===== config.mk =====
export PLATFORM = sky130hd
export DESIGN_NAME = mem_access_ctrl
export DESIGN_NICKNAME = d
export VERILOG_FILES = /design/src/rtl/mem_ctrl_pkg.sv /design/src/rtl/mem_resp_fifo.sv /design/src/rtl/mem_access_ctrl.sv
export SDC_FILE = /design/constraint.sdc
export NUM_CORES = 1
export LEC_CHECK = 0
export ABC_CLOCK_PERIOD_IN_PS = 2990
export BUFFER_PORTS_ARGS = -buffer_cell sky130_fd_sc_hd__clkbuf_2
export CORE_AREA = 5 5 125 127
export CTS_BUF_LIST = sky130_fd_sc_hd__clkbuf_8 sky130_fd_sc_hd__clkbuf_16
export CTS_CLUSTER_SIZE = 16
export DETAILED_ROUTE_END_ITERATION = 10
export DIE_AREA = 0 0 130 132
export PLACE_DENSITY = 0.87
export SYNTH_ARGS = -nofsm -noshare
export SYNTH_HDL_FRONTEND = slang
export SYNTH_HIERARCHICAL = 1
export SYNTH_SLANG_ARGS = --single-unit

===== constraint.sdc =====
create_clock -name clk -period 2.99 [get_ports clk]
set_input_delay 0.1495 -clock clk [delete_from_list [all_inputs] [get_ports clk]]
set_output_delay 0.1495 -clock clk [all_outputs]
set_load 0.02 [all_outputs]

===== src/rtl/mem_ctrl_pkg.sv =====
// Shared definitions for the memory access controller: FSM state encoding
// and response FIFO sizing.
package mem_ctrl_pkg;

    typedef enum logic [1:0] {
        ST_IDLE  = 2'd0,
        ST_WRITE = 2'd1,
        ST_READ  = 2'd2,
        ST_DRAIN = 2'd3
    } ctrl_state_t;

    localparam int FIFO_DEPTH = 4;
    localparam int FIFO_CNT_W = $clog2(FIFO_DEPTH + 1);
    localparam int FIFO_PTR_W = $clog2(FIFO_DEPTH);

endpackage


===== src/rtl/mem_resp_fifo.sv =====
// Small synchronous show-ahead FIFO buffering read responses (data + last flag).
module mem_resp_fifo
    import mem_ctrl_pkg::*;
#(
    parameter int WIDTH = 33
) (
    input  logic                  clk,
    input  logic                  rst,
    input  logic                  push,
    input  logic [WIDTH-1:0]      din,
    input  logic                  pop,
    output logic [WIDTH-1:0]      dout,
    output logic                  full,
    output logic                  empty,
    output logic [FIFO_CNT_W-1:0] count
);

    logic [WIDTH-1:0]      mem_reg [FIFO_DEPTH];
    logic [FIFO_PTR_W-1:0] wr_ptr_reg;
    logic [FIFO_PTR_W-1:0] rd_ptr_reg;
    logic [FIFO_CNT_W-1:0] count_reg;
    logic                  do_push;
    logic                  do_pop;

    assign full    = (count_reg == FIFO_CNT_W'(FIFO_DEPTH));
    assign empty   = (count_reg == '0);
    assign count   = count_reg;
    assign do_push = push && !full;
    assign do_pop  = pop && !empty;
    assign dout    = mem_reg[rd_ptr_reg];

    for (genvar gi = 0; gi < FIFO_DEPTH; gi++) begin : g_entry
        always_ff @(posedge clk) begin
            if (do_push && (wr_ptr_reg == FIFO_PTR_W'(gi))) begin
                mem_reg[gi] <= din;
            end
        end
    end

    always_ff @(posedge clk) begin
        if (rst) begin
            wr_ptr_reg <= '0;
            rd_ptr_reg <= '0;
            count_reg  <= '0;
        end else begin
            if (do_push) begin
                wr_ptr_reg <= wr_ptr_reg + FIFO_PTR_W'(1);
            end
            if (do_pop) begin
                rd_ptr_reg <= rd_ptr_reg + FIFO_PTR_W'(1);
            end
            // Simultaneous push and pop leaves occupancy unchanged.
            case ({do_push, do_pop})
                2'b10:   count_reg <= count_reg + FIFO_CNT_W'(1);
                2'b01:   count_reg <= count_reg - FIFO_CNT_W'(1);
                default: count_reg <= count_reg;
            endcase
        end
    end

endmodule


===== src/rtl/mem_access_ctrl.sv =====
// Burst memory access controller for a 1-cycle-latency synchronous SRAM.
// MEM_ACCESS_CTRL_BURST_EN enables multi-beat bursts; otherwise every command is one beat.
module mem_access_ctrl
    import mem_ctrl_pkg::*;
#(
    parameter int ADDR_WIDTH = 6,
    parameter int DATA_WIDTH = 32,
    parameter int LEN_WIDTH  = 4
) (
    input  logic                  clk,
    input  logic                  rst,
    input  logic                  cmd_valid,
    output logic                  cmd_ready,
    input  logic                  cmd_wr,
    input  logic [ADDR_WIDTH-1:0] cmd_addr,
    input  logic [LEN_WIDTH-1:0]  cmd_len,
    input  logic                  wd_valid,
    output logic                  wd_ready,
    input  logic [DATA_WIDTH-1:0] wd_data,
    output logic                  rd_valid,
    input  logic                  rd_ready,
    output logic [DATA_WIDTH-1:0] rd_data,
    output logic                  rd_last,
    output logic                  mem_cen,
    output logic                  mem_wr_en,
    output logic [ADDR_WIDTH-1:0] mem_addr,
    output logic [DATA_WIDTH-1:0] mem_wdata,
    input  logic [DATA_WIDTH-1:0] mem_rdata
);

    ctrl_state_t           state_reg;
    logic [ADDR_WIDTH-1:0] addr_reg;
    logic [LEN_WIDTH-1:0]  rem_reg;
    logic                  mem_cen_reg;
    logic                  mem_wr_en_reg;
    logic [ADDR_WIDTH-1:0] mem_addr_reg;
    logic [DATA_WIDTH-1:0] mem_wdata_reg;
    logic [1:0]            rd_pipe_reg;
    logic [1:0]            rd_pipe_last_reg;

    logic [LEN_WIDTH-1:0]  cmd_rem;
    logic [FIFO_CNT_W-1:0] fifo_count;
    logic [FIFO_CNT_W-1:0] occupancy;
    logic                  fifo_full;
    logic                  fifo_empty;
    logic [DATA_WIDTH:0]   fifo_dout;
    logic                  can_issue;
    logic                  last_beat;

`ifdef MEM_ACCESS_CTRL_BURST_EN
    assign cmd_rem = cmd_len;
    assign rd_last = rd_valid && fifo_dout[DATA_WIDTH];
`else
    assign cmd_rem = '0;
    assign rd_last = !rst;
    logic unused_cfg;
    assign unused_cfg = &{1'b0, cmd_len, fifo_dout[DATA_WIDTH]};
`endif

    assign cmd_ready = (state_reg == ST_IDLE) && !rst;
    assign wd_ready  = (state_reg == ST_WRITE) && !rst;
    assign rd_valid  = !fifo_empty && !rst;
    assign rd_data   = fifo_dout[DATA_WIDTH-1:0];

    assign mem_cen   = mem_cen_reg;
    assign mem_wr_en = mem_wr_en_reg;
    assign mem_addr  = mem_addr_reg;
    assign mem_wdata = mem_wdata_reg;

    // Reads still in the pipeline already own a FIFO slot, so count them as occupied.
    assign occupancy = fifo_count + FIFO_CNT_W'(rd_pipe_reg[0]) + FIFO_CNT_W'(rd_pipe_reg[1]);
    assign can_issue = !fifo_full && (occupancy < FIFO_CNT_W'(FIFO_DEPTH));
    assign last_beat = (rem_reg == '0);

    always_ff @(posedge clk) begin
        if (rst) begin
            state_reg        <= ST_IDLE;
            addr_reg         <= '0;
            rem_reg          <= '0;
            mem_cen_reg      <= 1'b1;
            mem_wr_en_reg    <= 1'b0;
            mem_addr_reg     <= '0;
            mem_wdata_reg    <= '0;
            rd_pipe_reg      <= '0;
            rd_pipe_last_reg <= '0;
        end else begin
            mem_cen_reg         <= 1'b1;
            mem_wr_en_reg       <= 1'b0;
            rd_pipe_reg         <= {rd_pipe_reg[0], 1'b0};
            rd_pipe_last_reg    <= {rd_pipe_last_reg[0], 1'b0};

            case (state_reg)
                ST_IDLE: begin
                    if (cmd_valid) begin
                        addr_reg  <= cmd_addr;
                        rem_reg   <= cmd_rem;
                        state_reg <= cmd_wr ? ST_WRITE : ST_READ;
                    end
                end

                ST_WRITE: begin
                    if (wd_valid) begin
                        mem_cen_reg   <= 1'b0;
                        mem_wr_en_reg <= 1'b1;
                        mem_addr_reg  <= addr_reg;
                        mem_wdata_reg <= wd_data;
                        addr_reg      <= addr_reg + ADDR_WIDTH'(1);
                        if (last_beat) begin
                            state_reg <= ST_IDLE;
                        end else begin
                            rem_reg <= rem_reg - LEN_WIDTH'(1);
                        end
                    end
                end

                ST_READ: begin
                    if (can_issue) begin
                        mem_cen_reg         <= 1'b0;
                        mem_addr_reg        <= addr_reg;
                        rd_pipe_reg[0]      <= 1'b1;
                        rd_pipe_last_reg[0] <= last_beat;
                        addr_reg            <= addr_reg + ADDR_WIDTH'(1);
                        if (last_beat) begin
                            state_reg <= ST_DRAIN;
                        end else begin
                            rem_reg <= rem_reg - LEN_WIDTH'(1);
                        end
                    end
                end

                ST_DRAIN: begin
                    if (rd_pipe_reg == 2'b00) begin
                        state_reg <= ST_IDLE;
                    end
                end

                default: state_reg <= ST_IDLE;
            endcase
        end
    end

    // Stage 1 of the pipe marks the cycle in which mem_rdata holds the issued word.
    mem_resp_fifo #(
        .WIDTH(DATA_WIDTH + 1)
    ) u_resp_fifo (
        .clk  (clk),
        .rst  (rst),
        .push (rd_pipe_reg[1]),
        .din  ({rd_pipe_last_reg[1], mem_rdata}),
        .pop  (rd_valid && rd_ready),
        .dout (fifo_dout),
        .full (fifo_full),
        .empty(fifo_empty),
        .count(fifo_count)
    );

endmodule


==> Word-level counts from Yosys, hierarchy flattened <==
Memory sizes are Yosys's and may differ from the RTL's. A register that Yosys moved wholly into a read port is not among the register bits.
Cells that the tools add are included.
{ "word_totals": {"reg_bits": 63, "ram_bits": 132, "in_bits": 80, "output_inout_bits": 76, "elab_cells": 119, "n_memories": 1} }
{ "mem_list": {"columns": ["memory", "words", "width", "read_ports", "rd_clocked_by_memory_dff", "wr", "line_no", "text"], "rows": [
  ["u_resp_fifo.mem_reg", 4, 33, 1, 1, 1, "mem_resp_fifo.sv:18", "logic [WIDTH-1:0] mem_reg [FIFO_DEPTH];"]
]} }
{ "classes": {"addsub": 8, "magnitude_cmp": 1, "n_eq_ne": 15, "muxes": 45, "bitwise": 3, "n_reduce_logical": 32} }
{ "op_table": {"columns": ["operator", "n"], "rows": [
  ["2-to-1 mux 33 bit", 3],
  ["OR reduction 33 bit", 3],
  ["2-to-1 mux 6 bit", 5],
  ["2-to-1 mux 2 bit", 12],
  ["case mux 6 bit (3 select lines)", 1],
  ["2-to-1 mux 4 bit", 4],
  ["2-to-1 mux 1 bit", 15],
  ["!= test 2 bit, second input constant", 6],
  ["case mux 4 bit (3 select lines)", 1],
  ["case mux 6 bit (2 select lines)", 1],
  ["logical AND 1 bit", 11],
  ["equality test 2 bit, second input constant", 5],
  ["case mux 2 bit (4 select lines)", 1],
  ["adder 3 x 1 -> 3 bit", 2],
  ["adder 6 x 1 -> 6 bit, second input constant", 1],
  ["equality test 2 x 1 -> 1 bit, second input constant", 3],
  ["logical NOT 2 bit", 3],
  ["case mux 3 bit (2 select lines)", 1],
  ["AND reduction 6 bit", 1],
  ["adder 2 x 1 -> 2 bit, second input constant", 2],
  ["logical NOT 4 bit", 1],
  ["AND reduction 4 bit", 1],
  ["nonzero test 2 bit", 2],
  ["OR reduction 2 bit", 2],
  ["other kinds (13)", 17]
]} }

==> Depth between registers and ports, before layout <==
Gate-level depths: netlist of the first run.
{ "logic_depth": {"ltp_word": 10, "depth_mapped": 11, "depth_no_buf": 11} }

==> Cells and area by module <==
Netlist of the first run, hierarchy kept.
{ "modules_own_cells": {"columns": ["module", "instances", "cells_each", "area_each_um2", "seq_area_each_um2"], "rows": [
  ["mem_resp_fifo", 1, 227, 5296.3, 4144.0],
  ["mem_access_ctrl", 1, 295, 2467.4, 1121.1]
]} }

==> Worst setup path after synthesis of the first run <==
Ideal clock, no wire load.
{ "synth_timing": {"path_kind": "flip-flop to flip-flop", "from": "register u_resp_fifo.count_reg[1], in the netlist u_resp_fifo/count[1]", "to": "register u_resp_fifo.count_reg[2], in the netlist u_resp_fifo/count[2]", "setup_time_ns": 0.070, "t_arrival_ns": 2.382, "path_slack_ns": 0.537, "path_stages_with_launch": 12, "synth_period_minus_slack_ns": 2.453, "path_cell_list": "dfxtp_1 > nor3_2 > nor2_1 > and2_1 > o31ai_2 > inv_1 > ha_1 > inv_1 > fa_1 > xor2_1 > or3_1 > a21oi_1"} }
{ "synth_via": {"elab_chain_cells": 7} }
{ "synth_rtl": {"columns": ["item", "line_no", "text"], "rows": [
  ["start: declaration", "mem_resp_fifo.sv:21", "logic [FIFO_CNT_W-1:0] count_reg;"],
  ["start signal: assignment", "mem_resp_fifo.sv:54", "2'b10: count_reg <= count_reg + FIFO_CNT_W'(1);"],
  ["start signal: assignment", "mem_resp_fifo.sv:55", "2'b01: count_reg <= count_reg - FIFO_CNT_W'(1);"],
  ["start signal: assignment", "mem_resp_fifo.sv:56", "default: count_reg <= count_reg;"],
  ["logical NOT 3 bit (*)", "mem_resp_fifo.sv:26", "assign empty = (count_reg == '0);"],
  ["via fifo_empty", "mem_access_ctrl.sv:45", "logic fifo_empty;"],
  ["logical NOT 1 bit (*)", "mem_access_ctrl.sv:62", "assign rd_valid = !fifo_empty && !rst;"],
  ["logical AND 1 bit (*)", "mem_access_ctrl.sv:62", null],
  ["via rd_valid", "mem_access_ctrl.sv:20", "output logic rd_valid,"],
  ["logical AND 1 bit (*)", "mem_access_ctrl.sv:150", ".pop (rd_valid && rd_ready),"],
  ["logical AND 1 bit (*)", "mem_resp_fifo.sv:29", "assign do_pop = pop && !empty;"],
  ["via u_resp_fifo.do_pop", "mem_resp_fifo.sv:23", "logic do_pop;"],
  ["equality test 2 x 1 -> 1 bit or equality test 2 bit (tied branches)", "mem_resp_fifo.sv:53", "case ({do_push, do_pop})"],
  ["case mux 3 bit (2 select lines) or nonzero test 2 bit (tied branches)", null, null]
]} }
The timed path passes the listed nets; every way through them passes the cells marked *.
A chain may end at the register's enable or synchronous reset.

==> Final worst setup path of the first run <==
{ "layout_timing": {"from": "register u_resp_fifo.count_reg[2], in the netlist u_resp_fifo/count[2]", "to": "register u_resp_fifo.count_reg[2], in the netlist u_resp_fifo/count[2]"} }
{ "layout_rtl": {"columns": ["item", "line_no", "text"], "rows": [
  ["equality test 3 bit (*)", "mem_resp_fifo.sv:25", "assign full = (count_reg == FIFO_CNT_W'(FIFO_DEPTH));"],
  ["via fifo_full", "mem_access_ctrl.sv:44", "logic fifo_full;"],
  ["logical NOT 1 bit (*)", "mem_resp_fifo.sv:28", "assign do_push = push && !full;"],
  ["logical AND 1 bit (*)", "mem_resp_fifo.sv:28", null],
  ["equality test 2 x 1 -> 1 bit or equality test 2 bit (tied branches)", "mem_resp_fifo.sv:53", null],
  ["case mux 3 bit (2 select lines) or nonzero test 2 bit (tied branches)", null, null]
]} }
Marks and branches as above.

==> impl_metrics.py, run 1 <==
metrics = {
    "drt": {
        "wire_per_inst_um": 19.4,
        "vias": 5142,
        "drt_pass1_iterations": 5,
        "via_per_inst": 5.56,
        "drtAntennaViolNets": 0,
        "totalWireLength_um": 17900,
        "drc": 0,
        "initialDrtViolationCount": 340,
    },
    "status": {
        "outcome": "finished clean",
    },
    "logic_synthesis": {
        "syn-cell-area_sq_um": 7560,
        "syn_avg_cell_area_sq_um": 14.7,
        "synthesis.nets": 608,
        "syn_inst": 513,
        "ys_warn_count": 6,
    },
    "clocking": {
        "post_cts_buffers": 0,
        "clk-insertion-delay-late_ns": 0.43,
        "root_buffer": "clkbuf_16",
        "path_clk_slew_ns": 0.07,
        "htreeDepth": 4,
        "clk_path_buf_depth": 2,
        "cts_sinks": 191,
        "cts_tree": "built",
        "cts_buffers": 17,
    },
    "placement": {
        "dp_hpwl_um": 10900,
        "placed_area_sq_um": 8440,
        "routabilityCongestion": 0.779,
        "io_buffer_count": 151,
    },
    "power_and_ir_drop": {
        "worst_ir_drop_vdd_mv": 0.403,
        "leakagePower_nw": 3.62,
        "power.density_nw_per_um2": 656,
    },
    "floorplanning": {
        "initial_core_util_pct": 52.8,
        "core_sq_um": 14300,
        "fp.dieW_um": 130,
        "dieHeight_um": 132,
        "rows": 44,
        "ios": 156,
        "dieArea_sq_um": 17200,
    },
    "sta": {
        "rsz0062_at_grt": "false",
        "hold-worst-slack_ns": 0.0980,
        "hold_viol": 0,
        "final.setup.tns_ns": 0,
        "worst_pin_slew_ns": 1.09,
        "finalCritPeriodShare_pct": 86.8,
        "slew_viol_final": 0,
        "finClkSkew_ns": 0.0115,
        "max_freq_ghz": 0.385,
        "fin_crit_ns": 2.60,
        "slew_headroom_pct": 26.9,
        "setup-violations-final": 0,
    },
    "final_layout": {
        "largest_reg_flops": 128,
        "area_delta_synth_final_pct": 27.7,
        "antenna_cells": 0,
        "nets": 822,
        "design_area_sq_um": 9660,
        "drive_gt1_share_pct": 31.6,
    },
    "worst_setup_path": {
        "cp.arrival_ns": 2.94,
        "slowest_delay_ns": 0.53,
        "slowest_stage": "nor3b_2",
        "path_cells": "nor3b_2, nor2_2, inv_1, ha_1, inv_1, fa_1, xor2_1, or3_1, a21oi_1",
        "end_kind": "flop",
        "path_class": "flop to flop",
        "cp-start-kind": "flop",
        "crit_fanout": 10,
        "cp_num_buf_inv": 2,
        "worst_path_most_repeated_cell": "inv_1",
        "worstPathRequired_ns": 3.33,
        "cp_top_family": "simple AND/OR/NAND/NOR gates",
    },
    "grt": {
        "track_usage_pct": 21.5,
        "grt_pass1_vias": 5444,
        "grt_max_degree": 58,
        "antenna_found_initial": 0,
        "grt.overflow.total": 0,
        "grt_pass1_wl_um": 28500,
    },
    "worst_hold_path": {
        "hp-class": "primary input to flop",
    },
    "run": {
        "cap_violations": 0,
    },
}
==> layout by cell type, fill, tap and decap left out, drive strengths merged, types with 4 or more instances in the layout <==
cell           n
a21oi         39
inv           23
edfxtp       128
dfxtp         63
a31o           5
clkbuf       172
mux4          32
o21ai          6
ha            14
dlygate4sd3   64
clkinv         4
a31oi          5
and2           7
nand2b        10
buf            6
nand3          5
nor3           4
mux2i         10
nand2         86
or3            4
nor2          14
==> final cells by class <==
type	count	area, sq um
clock buffers	21	503
repair buffers	221	1450
inverters	16	60.1
clock inverters	11	78.8
multi-input cells	280	2230
fillers	929	4650
flip-flops and latches	191	5110
well taps	184	230
==> through the flow <==
stage | setup WS, ns | util (%) | cells | power, mW
2_1_floorplan | 0.537 | - | 513 | 3.82
3_5_place_dp | 0.476 | 59.0 | 828 | 4.13
4_1_cts | 0.371 | 67.5 | 924 | 6.37
5_1_grt | 0.208 | 67.5 | 924 | 6.61
3_3_place_gp | 0.616 | 59.0 | 828 | 4.07
6_report | 0.395 | 67.5 | 924 | 6.33
==> worst register-to-register path, stage by stage (launching register included) <==
cell	delay, ns
dfxtp_1	0.52
nor3b_2	0.53
nor2_2	0.13
inv_1	0.09
ha_1	0.19
inv_1	0.06
fa_1	0.37
xor2_1	0.16
or3_1	0.32
a21oi_1	0.16
==> power by group <==
group	total [mW]	switching, mW	internal [mW]	leakage (nW)
Sequential	3.09	0.111	2.98	1.66
Combinational	1.07	0.643	0.431	1.65
Clock	2.17	0.957	1.22	0.299
==> path summary, 6_finish.rpt <==
check                                                        from                                 to  slack (ns)  depth (start not counted)
worst min-delay path                                  cmd_addr[4]           addr_reg[4]$_SDFFE_PP0P_         0.1                          3
worst max-delay path            u_resp_fifo/count[2]$_SDFFE_PP0P_  u_resp_fifo/count[2]$_SDFFE_PP0P_        0.39                          9
worst max register to register  u_resp_fifo/count[2]$_SDFFE_PP0P_  u_resp_fifo/count[2]$_SDFFE_PP0P_        0.39                          9
worst min register to register          mem_wdata[5]$_SDFFE_PP0P_          mem_wdata[5]$_SDFFE_PP0P_        0.46                          2
==> layer usage <==
layer | routed length [um] | part of all wire [%] | vias to the layer above | GRT usage, %
met5 | 0 | 0 | - | 0
met4 | 393 | 2.2 | 0 | 7.33
met3 | 1680 | 9.4 | 34 | 6.60
met2 | 9010 | 50 | 279 | 36.4
met1 | 6840 | 38 | 2498 | 25.9
li1 | - | - | 2331 | -
==> what timing repair did <==
action,CTS,global route
hold endpoints to repair,160,0
gates resized for setup,0,0
hold buffers,64,0
setup endpoints to repair,0,0
(Power assumes the default switching activity.)
==> run 2: changes to the inputs <==
Settings changed: CORE_AREA 5 5 125 127 to 4 4 124 126, DIE_AREA 0 0 130 132 to 0 0 128 130.
==> impl_metrics.py, run 2 (synthesis gave the netlist of run 1 again) <==
metrics = {
    "grt": {
        "use_met3_pct": 6.79,
        "use_met1_pct": 26.2,
        "met2_usage_pct": 38.9,
        "top_usage_layer": "met2",
        "grt.overflow.total": 0,
        "antenna_found_initial": 0,
        "grt_pass1_wl_um": 28700,
        "grt_max_degree": 58,
        "track_usage_pct": 22.3,
        "grt_pass1_vias": 5658,
    },
    "power_and_ir_drop": {
        "power.density_nw_per_um2": 656,
        "leakagePower_nw": 3.61,
        "worst_ir_drop_vdd_mv": 0.386,
    },
    "worst_setup_path": {
        "slowest_delay_ns": 0.51,
        "cp.arrival_ns": 2.91,
        "end_kind": "flop",
        "worstPathRequired_ns": 3.34,
        "crit_fanout": 10,
        "path_class": "flop to flop",
        "cp_num_buf_inv": 2,
        "path_cells": "nor3b_2, nor2_2, inv_1, ha_1, inv_1, fa_1, xor2_1, or3_1, a21oi_1",
        "worst_path_most_repeated_cell": "inv_1",
        "slowest_stage": "dfxtp_1",
        "cp-start-kind": "flop",
        "cp_top_family": "simple AND/OR/NAND/NOR gates",
    },
    "clocking": {
        "clk-insertion-delay-late_ns": 0.42,
        "root_buffer": "clkbuf_16",
        "cts_sinks": 191,
        "path_clk_slew_ns": 0.06,
        "cts_buffers": 17,
        "post_cts_buffers": 0,
        "clk_path_buf_depth": 2,
        "cts_tree": "built",
        "htreeDepth": 4,
    },
    "placement": {
        "routabilityCongestion": 0.805,
        "dp_hpwl_um": 10800,
        "io_buffer_count": 151,
        "dpl_worst_slack_ns": 0.482,
    },
    "sta": {
        "setup-violations-final": 0,
        "finalCritPeriodShare_pct": 85.8,
        "fin_crit_ns": 2.56,
        "slew_viol_final": 0,
        "finalWorstSetupSlack_ns": 0.425,
        "hold_viol": 0,
        "rsz0062_at_grt": "false",
        "finClkSkew_ns": 0.00955,
        "worst_pin_slew_ns": 1.10,
        "final.setup.tns_ns": 0,
        "max_freq_ghz": 0.390,
        "slew_headroom_pct": 26.6,
    },
    "final_layout": {
        "largest_reg_flops": 128,
        "area_delta_synth_final_pct": 27.9,
        "nets": 825,
        "final_common_cell": "clkbuf_2",
        "drive_gt1_share_pct": 31.6,
        "antenna_cells": 0,
        "mostFrequentLayoutCells": "clkbuf_2, edfxtp_1, nand2_1, dlygate4sd3_1, dfxtp_1",
    },
    "drt": {
        "drt_pass1_iterations": 7,
        "wire_per_inst_um": 19.1,
        "drc": 0,
        "drtAntennaViolNets": 0,
        "via_per_inst": 5.52,
        "vias": 5121,
        "totalWireLength_um": 17700,
        "initialDrtViolationCount": 440,
    },
    "run": {
        "cap_violations": 0,
    },
    "floorplanning": {
        "ios": 156,
        "initial_core_util_pct": 52.8,
        "rows": 44,
        "fp.dieW_um": 128,
        "core_sq_um": 14300,
        "dieHeight_um": 130,
        "dieArea_sq_um": 16600,
    },
    "status": {
        "outcome": "finished clean",
    },
    "worst_hold_path": {
        "hp-class": "primary input to flop",
    },
}
run 2: cell types whose count changed in the layout (fill, tap and decap cells not counted), moves of 2 or more:
cell        before  now
clkinvlp_4       0    2
clkinv_1         0    4
clkbuf_8         2    0
clkbuf_16       19   17
buf_4            5    8
bufinv_16        0    2
run 2: metrics by stage:
step                instance area [sq um]  util, %  hold slack [ns]  instances  total power [mW]
floorplan                            7560        -            0.229        513              3.82
global placement                     8460     59.1            0.362        831              4.07
detailed placement                   8460     59.1            0.373        831              4.13
CTS                                  9670     67.6           0.0436        927              6.35
global route                         9670     67.6           0.0824        927              6.63
finish                               9670     67.6           0.0602        927              6.35
run 2: cell type report:
cell class	count	area, sq um
Inverter	16	60.1
Fill cell	955	4640
Timing Repair Buffer	224	1480
Multi-Input combinational cell	280	2230
Sequential cell	191	5110
Clock inverter	15	141
Clock buffer	17	425
Tap cell	184	230
run 2: worst paths after layout:
| kind | startpoint | to | slack, ns | depth (start not counted) |
|---|---|---|---|---|
| min reg2reg | mem_wdata[6]$_SDFFE_PP0P_ | mem_wdata[6]$_SDFFE_PP0P_ | 0.46 | 2 |
| max | u_resp_fifo/count[2]$_SDFFE_PP0P_ | u_resp_fifo/count[2]$_SDFFE_PP0P_ | 0.43 | 9 |
| min | cmd_wr | state_reg[1]$_SDFFE_PP0P_ | 0.06 | 4 |
| max reg2reg | u_resp_fifo/count[2]$_SDFFE_PP0P_ | u_resp_fifo/count[2]$_SDFFE_PP0P_ | 0.43 | 9 |
run 2: power by group:
part	internal (mW)	leakage [nW]	switching, mW
Clock	1.22	0.273	0.948
Sequential	2.98	1.66	0.108
Combinational	0.435	1.67	0.656
Total	4.63	3.61	1.71
run 2: layer usage:
layer / wire, um / vias to the layer above
li1: - / 2337
met1: 6730 / 2514
met2: 9160 / 235
met3: 1450 / 35
met4: 402 / 0
met5: 0 / -
run 2: worst reg2reg max path, stage by stage, from the launching register on:
cell and delay (ns):
dfxtp_1 0.51, nor3b_2 0.49, nor2_2 0.13, inv_1 0.09, ha_1 0.19, inv_1 0.06
fa_1 0.38, xor2_1 0.17, or3_1 0.33, a21oi_1 0.14
run 2: timing repair:
action | 4_1_cts | 5_1_grt
endpoints found under the hold margin | 160 | 0
hold buffers | 64 | 0
resized for setup | 0 | 0
endpoints found under the setup margin | 0 | 0
